File: src/rtl/seg_scan_if.sv
// Signal bundle between a nibble/dp data source and the seg_scan_mux display driver.
// The master supplies data, strobes and live controls; the slave drives the pins.
interface seg_scan_if #(
  parameter int NUM_DIGITS = 3
);
  logic [4*NUM_DIGITS-1:0] data;
  logic [NUM_DIGITS-1:0]   dp_in;
  logic                    load;
  logic [NUM_DIGITS-1:0]   blank;
  logic                    lzs_en;
  logic [3:0]              bright;
  logic [7:0]              seg_full;
  logic [NUM_DIGITS-1:0]   digit_en;
  logic                    frame_done;

  modport master (
    output data, dp_in, load, blank, lzs_en, bright,
    input  seg_full, digit_en, frame_done
  );

  modport slave (
    input  data, dp_in, load, blank, lzs_en, bright,
    output seg_full, digit_en, frame_done
  );
endinterface

File: src/rtl/seg_scan_mux.sv
// Multiplexed 7-segment scanner: frame-synchronous load, dp/blank, leading-zero
// suppression, 16-level PWM brightness with a dark guard slice, frame-done strobe.
module seg_scan_mux #(
  parameter int NUM_DIGITS  = 3,
  parameter int SCAN_DIV    = 16384,
  parameter int SEG_ACT_LOW = 1,
  parameter int DIG_ACT_LOW = 0
) (
  input logic       sys_clk,
  input logic       sys_rst,
  seg_scan_if.slave bus
);
  localparam int PW      = $clog2(SCAN_DIV);
  localparam int DW      = (NUM_DIGITS > 1) ? $clog2(NUM_DIGITS) : 1;
  localparam int SUB_LEN = SCAN_DIV / 16;
  localparam logic [PW-1:0] PHASE_MAX = PW'(SCAN_DIV - 1);
  localparam logic [DW-1:0] DIG_MAX   = DW'(NUM_DIGITS - 1);
  localparam logic [7:0] SEG_OFF = (SEG_ACT_LOW != 0) ? 8'hFF : 8'h00;
  localparam logic [NUM_DIGITS-1:0] DIG_OFF = (DIG_ACT_LOW != 0) ? {NUM_DIGITS{1'b1}} : {NUM_DIGITS{1'b0}};

  logic [PW-1:0]           phase_reg;
  logic [DW-1:0]           dig_idx_reg;
  logic [4*NUM_DIGITS-1:0] staging_reg;
  logic [NUM_DIGITS-1:0]   staging_dp_reg;
  logic [4*NUM_DIGITS-1:0] display_reg;
  logic [NUM_DIGITS-1:0]   display_dp_reg;
  logic                    pending_reg;
  logic [7:0]              seg_reg;
  logic [NUM_DIGITS-1:0]   digit_reg;
  logic                    frame_done_reg;

  logic [3:0]            sub;
  logic                  boundary;
  logic [3:0]            cur_nib;
  logic [NUM_DIGITS:0]   zero_from;
  logic [NUM_DIGITS-1:0] suppressed;
  logic [NUM_DIGITS-1:0] onehot;
  logic                  digit_on;
  logic [7:0]            seg_low;
  logic [7:0]            seg_next;
  logic [NUM_DIGITS-1:0] digit_next;

  function automatic logic [7:0] font_low(input logic [3:0] nib);
    case (nib)
      4'h0: font_low = 8'hC0;  4'h1: font_low = 8'hF9;
      4'h2: font_low = 8'hA4;  4'h3: font_low = 8'hB0;
      4'h4: font_low = 8'h99;  4'h5: font_low = 8'h92;
      4'h6: font_low = 8'h82;  4'h7: font_low = 8'hF8;
      4'h8: font_low = 8'h80;  4'h9: font_low = 8'h90;
      4'hA: font_low = 8'h88;  4'hB: font_low = 8'h83;
      4'hC: font_low = 8'hA7;  4'hD: font_low = 8'hA1;
      4'hE: font_low = 8'h86;  default: font_low = 8'h8E;
    endcase
  endfunction

  assign sub      = 4'(phase_reg / PW'(SUB_LEN));
  assign boundary = (phase_reg == PHASE_MAX) && (dig_idx_reg == DIG_MAX);
  assign cur_nib  = display_reg[dig_idx_reg*4 +: 4];

  // zero_from[k] is set when every displayed nibble from k upward is zero.
  assign zero_from[NUM_DIGITS] = 1'b1;
  generate
    for (genvar gi = 0; gi < NUM_DIGITS; gi++) begin : g_digit
      assign zero_from[gi] = (display_reg[4*gi +: 4] == 4'h0) && zero_from[gi+1];
      assign onehot[gi]    = (dig_idx_reg == DW'(gi));
      if (gi == 0) begin : g_lsd
        assign suppressed[gi] = 1'b0;
      end else begin : g_upper
        assign suppressed[gi] = bus.lzs_en && zero_from[gi];
      end
    end
  endgenerate

  // The top sub-slot (15) is always dark so adjacent digits never ghost.
  assign digit_on = !bus.blank[dig_idx_reg] && !suppressed[dig_idx_reg]
                    && (sub < bus.bright) && (sub != 4'hF);

  always_comb begin
    seg_low    = font_low(cur_nib);
    seg_low[7] = ~display_dp_reg[dig_idx_reg];
    seg_next   = SEG_OFF;
    digit_next = DIG_OFF;
    if (digit_on) begin
      seg_next   = (SEG_ACT_LOW != 0) ? seg_low : ~seg_low;
      digit_next = (DIG_ACT_LOW != 0) ? ~onehot : onehot;
    end
  end

  always_ff @(posedge sys_clk or posedge sys_rst) begin
    if (sys_rst) begin
      phase_reg      <= '0;
      dig_idx_reg    <= '0;
      staging_reg    <= '0;
      staging_dp_reg <= '0;
      display_reg    <= '0;
      display_dp_reg <= '0;
      pending_reg    <= 1'b0;
      seg_reg        <= SEG_OFF;
      digit_reg      <= DIG_OFF;
      frame_done_reg <= 1'b0;
    end else begin
      if (phase_reg == PHASE_MAX) begin
        phase_reg   <= '0;
        dig_idx_reg <= (dig_idx_reg == DIG_MAX) ? '0 : dig_idx_reg + 1'b1;
      end else begin
        phase_reg <= phase_reg + 1'b1;
      end

      if (bus.load) begin
        staging_reg    <= bus.data;
        staging_dp_reg <= bus.dp_in;
      end

      // A load landing on the boundary itself bypasses staging straight to display.
      if (boundary && (pending_reg || bus.load)) begin
        display_reg    <= bus.load ? bus.data  : staging_reg;
        display_dp_reg <= bus.load ? bus.dp_in : staging_dp_reg;
        pending_reg    <= 1'b0;
      end else if (bus.load) begin
        pending_reg <= 1'b1;
      end

      seg_reg        <= seg_next;
      digit_reg      <= digit_next;
      frame_done_reg <= boundary;
    end
  end

  assign bus.seg_full   = seg_reg;
  assign bus.digit_en   = digit_reg;
  assign bus.frame_done = frame_done_reg;
endmodule

File: src/flat_wrapper.sv
// flat-port wrapper written by rule: the top's interface ports become plain ports
module seg_scan_mux_flat 
#(
  parameter int NUM_DIGITS  = 3,
  parameter int SCAN_DIV    = 16384,
  parameter int SEG_ACT_LOW = 1,
  parameter int DIG_ACT_LOW = 0
)
  (sys_clk, sys_rst, bus_data, bus_dp_in, bus_load, bus_blank, bus_lzs_en, bus_bright, bus_seg_full, bus_digit_en, bus_frame_done);
  seg_scan_if #(.NUM_DIGITS(NUM_DIGITS)) bus_i ();
  input logic sys_clk;
  input logic sys_rst;
  input wire logic [$bits(bus_i.data)-1:0] bus_data;
  input wire logic [$bits(bus_i.dp_in)-1:0] bus_dp_in;
  input wire logic [$bits(bus_i.load)-1:0] bus_load;
  input wire logic [$bits(bus_i.blank)-1:0] bus_blank;
  input wire logic [$bits(bus_i.lzs_en)-1:0] bus_lzs_en;
  input wire logic [$bits(bus_i.bright)-1:0] bus_bright;
  output wire logic [$bits(bus_i.seg_full)-1:0] bus_seg_full;
  output wire logic [$bits(bus_i.digit_en)-1:0] bus_digit_en;
  output wire logic [$bits(bus_i.frame_done)-1:0] bus_frame_done;
  assign bus_i.data = bus_data;
  assign bus_i.dp_in = bus_dp_in;
  assign bus_i.load = bus_load;
  assign bus_i.blank = bus_blank;
  assign bus_i.lzs_en = bus_lzs_en;
  assign bus_i.bright = bus_bright;
  assign bus_seg_full = bus_i.seg_full;
  assign bus_digit_en = bus_i.digit_en;
  assign bus_frame_done = bus_i.frame_done;
  seg_scan_mux #(.NUM_DIGITS(NUM_DIGITS), .SCAN_DIV(SCAN_DIV), .SEG_ACT_LOW(SEG_ACT_LOW), .DIG_ACT_LOW(DIG_ACT_LOW)) u_core (.sys_clk(sys_clk), .sys_rst(sys_rst), .bus(bus_i));
endmodule
File: config.mk
export PLATFORM = sky130hd
export DESIGN_NAME = seg_scan_mux_flat
export DESIGN_NICKNAME = d
export VERILOG_FILES = /design/src/rtl/seg_scan_if.sv /design/src/rtl/seg_scan_mux.sv /design/src/flat_wrapper.sv
export SDC_FILE = /design/constraint.sdc
export NUM_CORES = 1
export LEC_CHECK = 0
export ABC_AREA = 1
export BUFFER_PORTS_ARGS = -buffer_cell sky130_fd_sc_hd__buf_2
export CAP_MARGIN = 20
export CORE_ASPECT_RATIO = 1.2
export CORE_UTILIZATION = 55
export CTS_CLUSTER_DIAMETER = 60
export CTS_CLUSTER_SIZE = 40
export DETAILED_ROUTE_END_ITERATION = 12
export GPL_TIMING_DRIVEN = 0
export HOLD_SLACK_MARGIN = 0.12
export PLACE_DENSITY = 0.88
export SLEW_MARGIN = 10
export SYNTH_ARGS = -nofsm -noshare
export SYNTH_HDL_FRONTEND = slang
export SYNTH_SLANG_ARGS = --single-unit
File: constraint.sdc
create_clock -name sys_clk -period 1.93 [get_ports sys_clk]
set_clock_uncertainty 0.1 [all_clocks]
set_input_delay 0.193 -clock sys_clk [delete_from_list [all_inputs] [get_ports sys_clk]]
set_output_delay 0.193 -clock sys_clk [all_outputs]
set_load 0.1 [all_outputs]
==> metrics.md <==
| Metric | Value |
|---|---|
| Overall Power | around 2800 uW |
| Number of flip-flops in the largest register | 14 |
| Worst-Skew Late Latency | between 0.3 and 0.4 ns |
| H-tree depth | 3 |
| Reg clk slew, reported paths | roughly 0.070 ns |
| Worst r2r src | u_core.dig_idx_reg[0] |
| Final worst-path cycle share | 0.929 |
| Detail Placement HPWL | 4260 um |
| Delay-heaviest family, CP | simple AND/OR/NAND/NOR gates |
| Area growth, synth to finish | 23.8% |
| Vias in the first global route | roughly 2.4k |
| RSZ-0062 raised after global routing | false |
| Net switching fraction of the power | 0.249 |
| Endpoints failing setup | 0 |
| Reg2Reg Setup Slack | 0.14 ns |
| Crit. path cell count | 10 |
| Routed vias/inst | roughly 5 |
| Core ar. | 0.00530 mm^2 |
| Hold Crit Depth | 3 |
| Arrival time worst endpoint | between 1.5 and 2 ns |
| Clk pwr share | 0.448 |
| Final-report max-slew violation count | 0 |
| Post-layout worst setup margin | between 0.1 and 0.15 ns |
| Global-route wire length before repair | 10700 um |
| Max Fclk | approximately 560 MHz |
| Share of layout cells above drive strength 1 | 0.296 |
| CP Capture Type | flop |
| Largest net degree at the start of global routing | 37 |
| First DRT Iteration DRCs | ~110 |
| Pwr dens | between 700 and 800 mW/mm^2 |
| Crit-path max FO | 8 |
| Post-Syn Area | 0.00305 mm^2 |
| Outcome | completed |
| Comb power frac | 0.086 |
| Synth warn | 0 |
| Worst-Margin Slew | 0.502 ns |
| Finished Core Util | 0.712 |
| Port Buffers | 36 |
| Ports | 38 |
| Sequential power share | 0.465 |
| WL final | between 6000 and 7000 um |
| Leakage | between 0.002 and 0.0025 uW |
| Kind of critical path | flop to flop |
| Peak supply drop | about 0.55 mV |
| Setup crit start kind | flop |
| Pre-antenna DRT Iters | 4 |
| Min Tclk post-route | 1.79 ns |
| Die height | 83.5 um |
| Internal power | 2080 uW |
| Hold Path Class | input pin to flop |
| Sequential fraction of the synthesis area | 0.488 |
| Slowest CP cell | dfrtp_2 |
| Die width | 69.9 um |
| # DRC | 0 |
| Yosys reg bits | 59 |
| GR Overflow Total | 0 |
| Worst path bufs/invs | 3 |
| Min-Delay Startpoint | bus_load |
| Hold Crit Endpoint | u_core.staging_dp_reg[1] |
| WL per Instance | 12.4 um |
| TritonCTS Buffers | 9 |
| Initial antenna violation count | 0 |
| CP max stage delay | between 0.4 and 0.5 ns |
| CTS tree | built |
| Sw power | 689 uW |
| Starting utilization of the core area | 0.575 |
| Diode count | 0 |
| Synth Instances | 359 |
| Final Hold Vio Count | 0 |
| Syn Nets | 395 |
| Count of unique library cells instantiated by Yosys | 27 |
| R2r endpoint | u_core.bus.seg_full[3] |
| R2R depth | 10 |
| Layout net count | 464 |
| Row count | 29 |
| Die Area | 0.00584 mm^2 |
| Max cap viols | 0 |
| Crit-path cells | inv_2 > nand2_1 > nor2_2 > nor2_4 > buf_4 > ha_1 > inv_1 > nand2_1 > nand3_1 > nand3_1 |
| Via count | roughly 2.5k |
| Tot GR Track Use | 0.238 |
| Final ANT Viol Nets | 0 |
| Longest Clk Path Bufs | 2 |
| CTS root buf | clkbuf_8 |
| Slew HR | 0.665 |
| Hold_ws | about 0.13 ns |
| RD Place Congestion | between 0.8 and 0.9 |
| CTS sink cnt | 59 |
| Critical path required time | 2.09 ns |
| DP Worst Slack | 0.0188 ns |
| Synthesized area per cell | 8.48 um^2 |
-- cell type report --
| cell class | instances | area [um^2] |
|---|---|---|
| well taps | 62 | 77.6 |
| plain buffers | 7 | 58.8 |
| flip-flops and latches | 59 | 1490 |
| multi-input cells | 238 | 1320 |
| inverters | 55 | 210 |
| repair buffers | 58 | 398 |
| clock inverters | 6 | 90.1 |
| clock buffers | 10 | 128 |
| fillers | 404 | 1530 |
-- Yosys cell counts (all sizes together) --
cell type	n	area [um^2]
nand3	34	193
clkbuf	1	3.75
buf	6	51.3
ha	10	125
xor2	5	43.8
nand2	125	527
o21ai	22	166
nand4	5	31.3
a21oi	5	25.0
inv	55	206
a31oi	1	6.26
nor2	26	154
dfrtp	51	1280
dfstp	8	210
nor3	4	20.0
and3	1	6.26
-- through the flow --
stage	instance area, um^2	cells	TNS (ns)
after floorplan	3050	359	0
final	3770	495	0
after detailed placement	3320	458	0
after global routing	3770	495	0
after global placement	3300	457	-22.39
after CTS	3700	490	0
-- routing by layer --
metal / up-vias / GRT usage / wire length (um) / part of all wire
met5: - / 0 / 0 / 0
met4: 0 / 0.100 / 134 / 0.022
met3: 13 / 0.0797 / 237 / 0.039
met2: 57 / 0.399 / 3180 / 0.52
met1: 1130 / 0.277 / 2570 / 0.42
li1: 1254 / - / - / -
-- what timing repair did --
action,CTS,global route
endpoints found under the hold margin,42,0
hold buffers,16,0
gates resized for setup,0,8
endpoints found under the setup margin,0,7
buffers inserted,0,5
-- cells in the final DEF (no fill, tap or decap), types with 3 or more instances in the layout --
cell type / netlist / final
a21oi_1: 5 / 5
buf_2: 2 / 38
buf_4: 1 / 5
buf_6: 3 / 4
clkbuf_8: 0 / 9
dfrtp_1: 51 / 50
dfstp_2: 8 / 8
dlygate4sd3_1: 0 / 16
ha_1: 10 / 10
inv_1: 50 / 48
inv_2: 5 / 6
nand2_1: 106 / 106
nand2_2: 17 / 17
nand3_1: 31 / 29
nand3_2: 2 / 4
nand4_1: 5 / 5
nor2_1: 17 / 16
nor2_2: 4 / 3
nor2_4: 4 / 6
nor3_1: 4 / 4
o21ai_0: 7 / 7
o21ai_2: 15 / 15
xor2_1: 5 / 5
-- power by group through the flow --
stage	clock network [uW]	registers, uW	logic (uW)
3_5_place_dp	0	1310	216
2_1_floorplan	0	1380	87.4
6_report	1240	1290	239
3_3_place_gp	0	1310	206
4_1_cts	1260	1290	241
5_1_grt	1320	1290	266
-- cells by family after synthesis --
logic type | share of synthesized area
AND/OR/NAND/NOR | 0.306
buffers and inverters | 0.0859
flip-flops | 0.488
AO/OA/AOI/OAI | 0.0649
adder cells (fa/ha/maj) | 0.0411
XOR/XNOR | 0.0144
-- tightest hold or removal path: cells and delay by family --
kind | cells | cell delay (ns)
buf+inv | 1 | 0.18
simple gates | 2 | 0.16
-- worst max path at each step --
| stage | from | end | slack (ns) |
|---|---|---|---|
| finish | u_core.dig_idx_reg[0] | u_core.bus.seg_full[3] | 0.14 |
| global route | u_core.dig_idx_reg[0] | u_core.bus.seg_full[0] | 0.02 |
| CTS | u_core.dig_idx_reg[1] | u_core.bus.seg_full[3] | 0.0009 |
| detailed placement | u_core.dig_idx_reg[1] | u_core.bus.seg_full[3] | 0.02 |
| global placement | sys_rst | u_core.display_reg[6] | -0.44 |
| floorplan | sys_rst | u_core.bus.digit_en[0] | 0.19 |
Note: power is estimated with default switching activity, not from simulation.
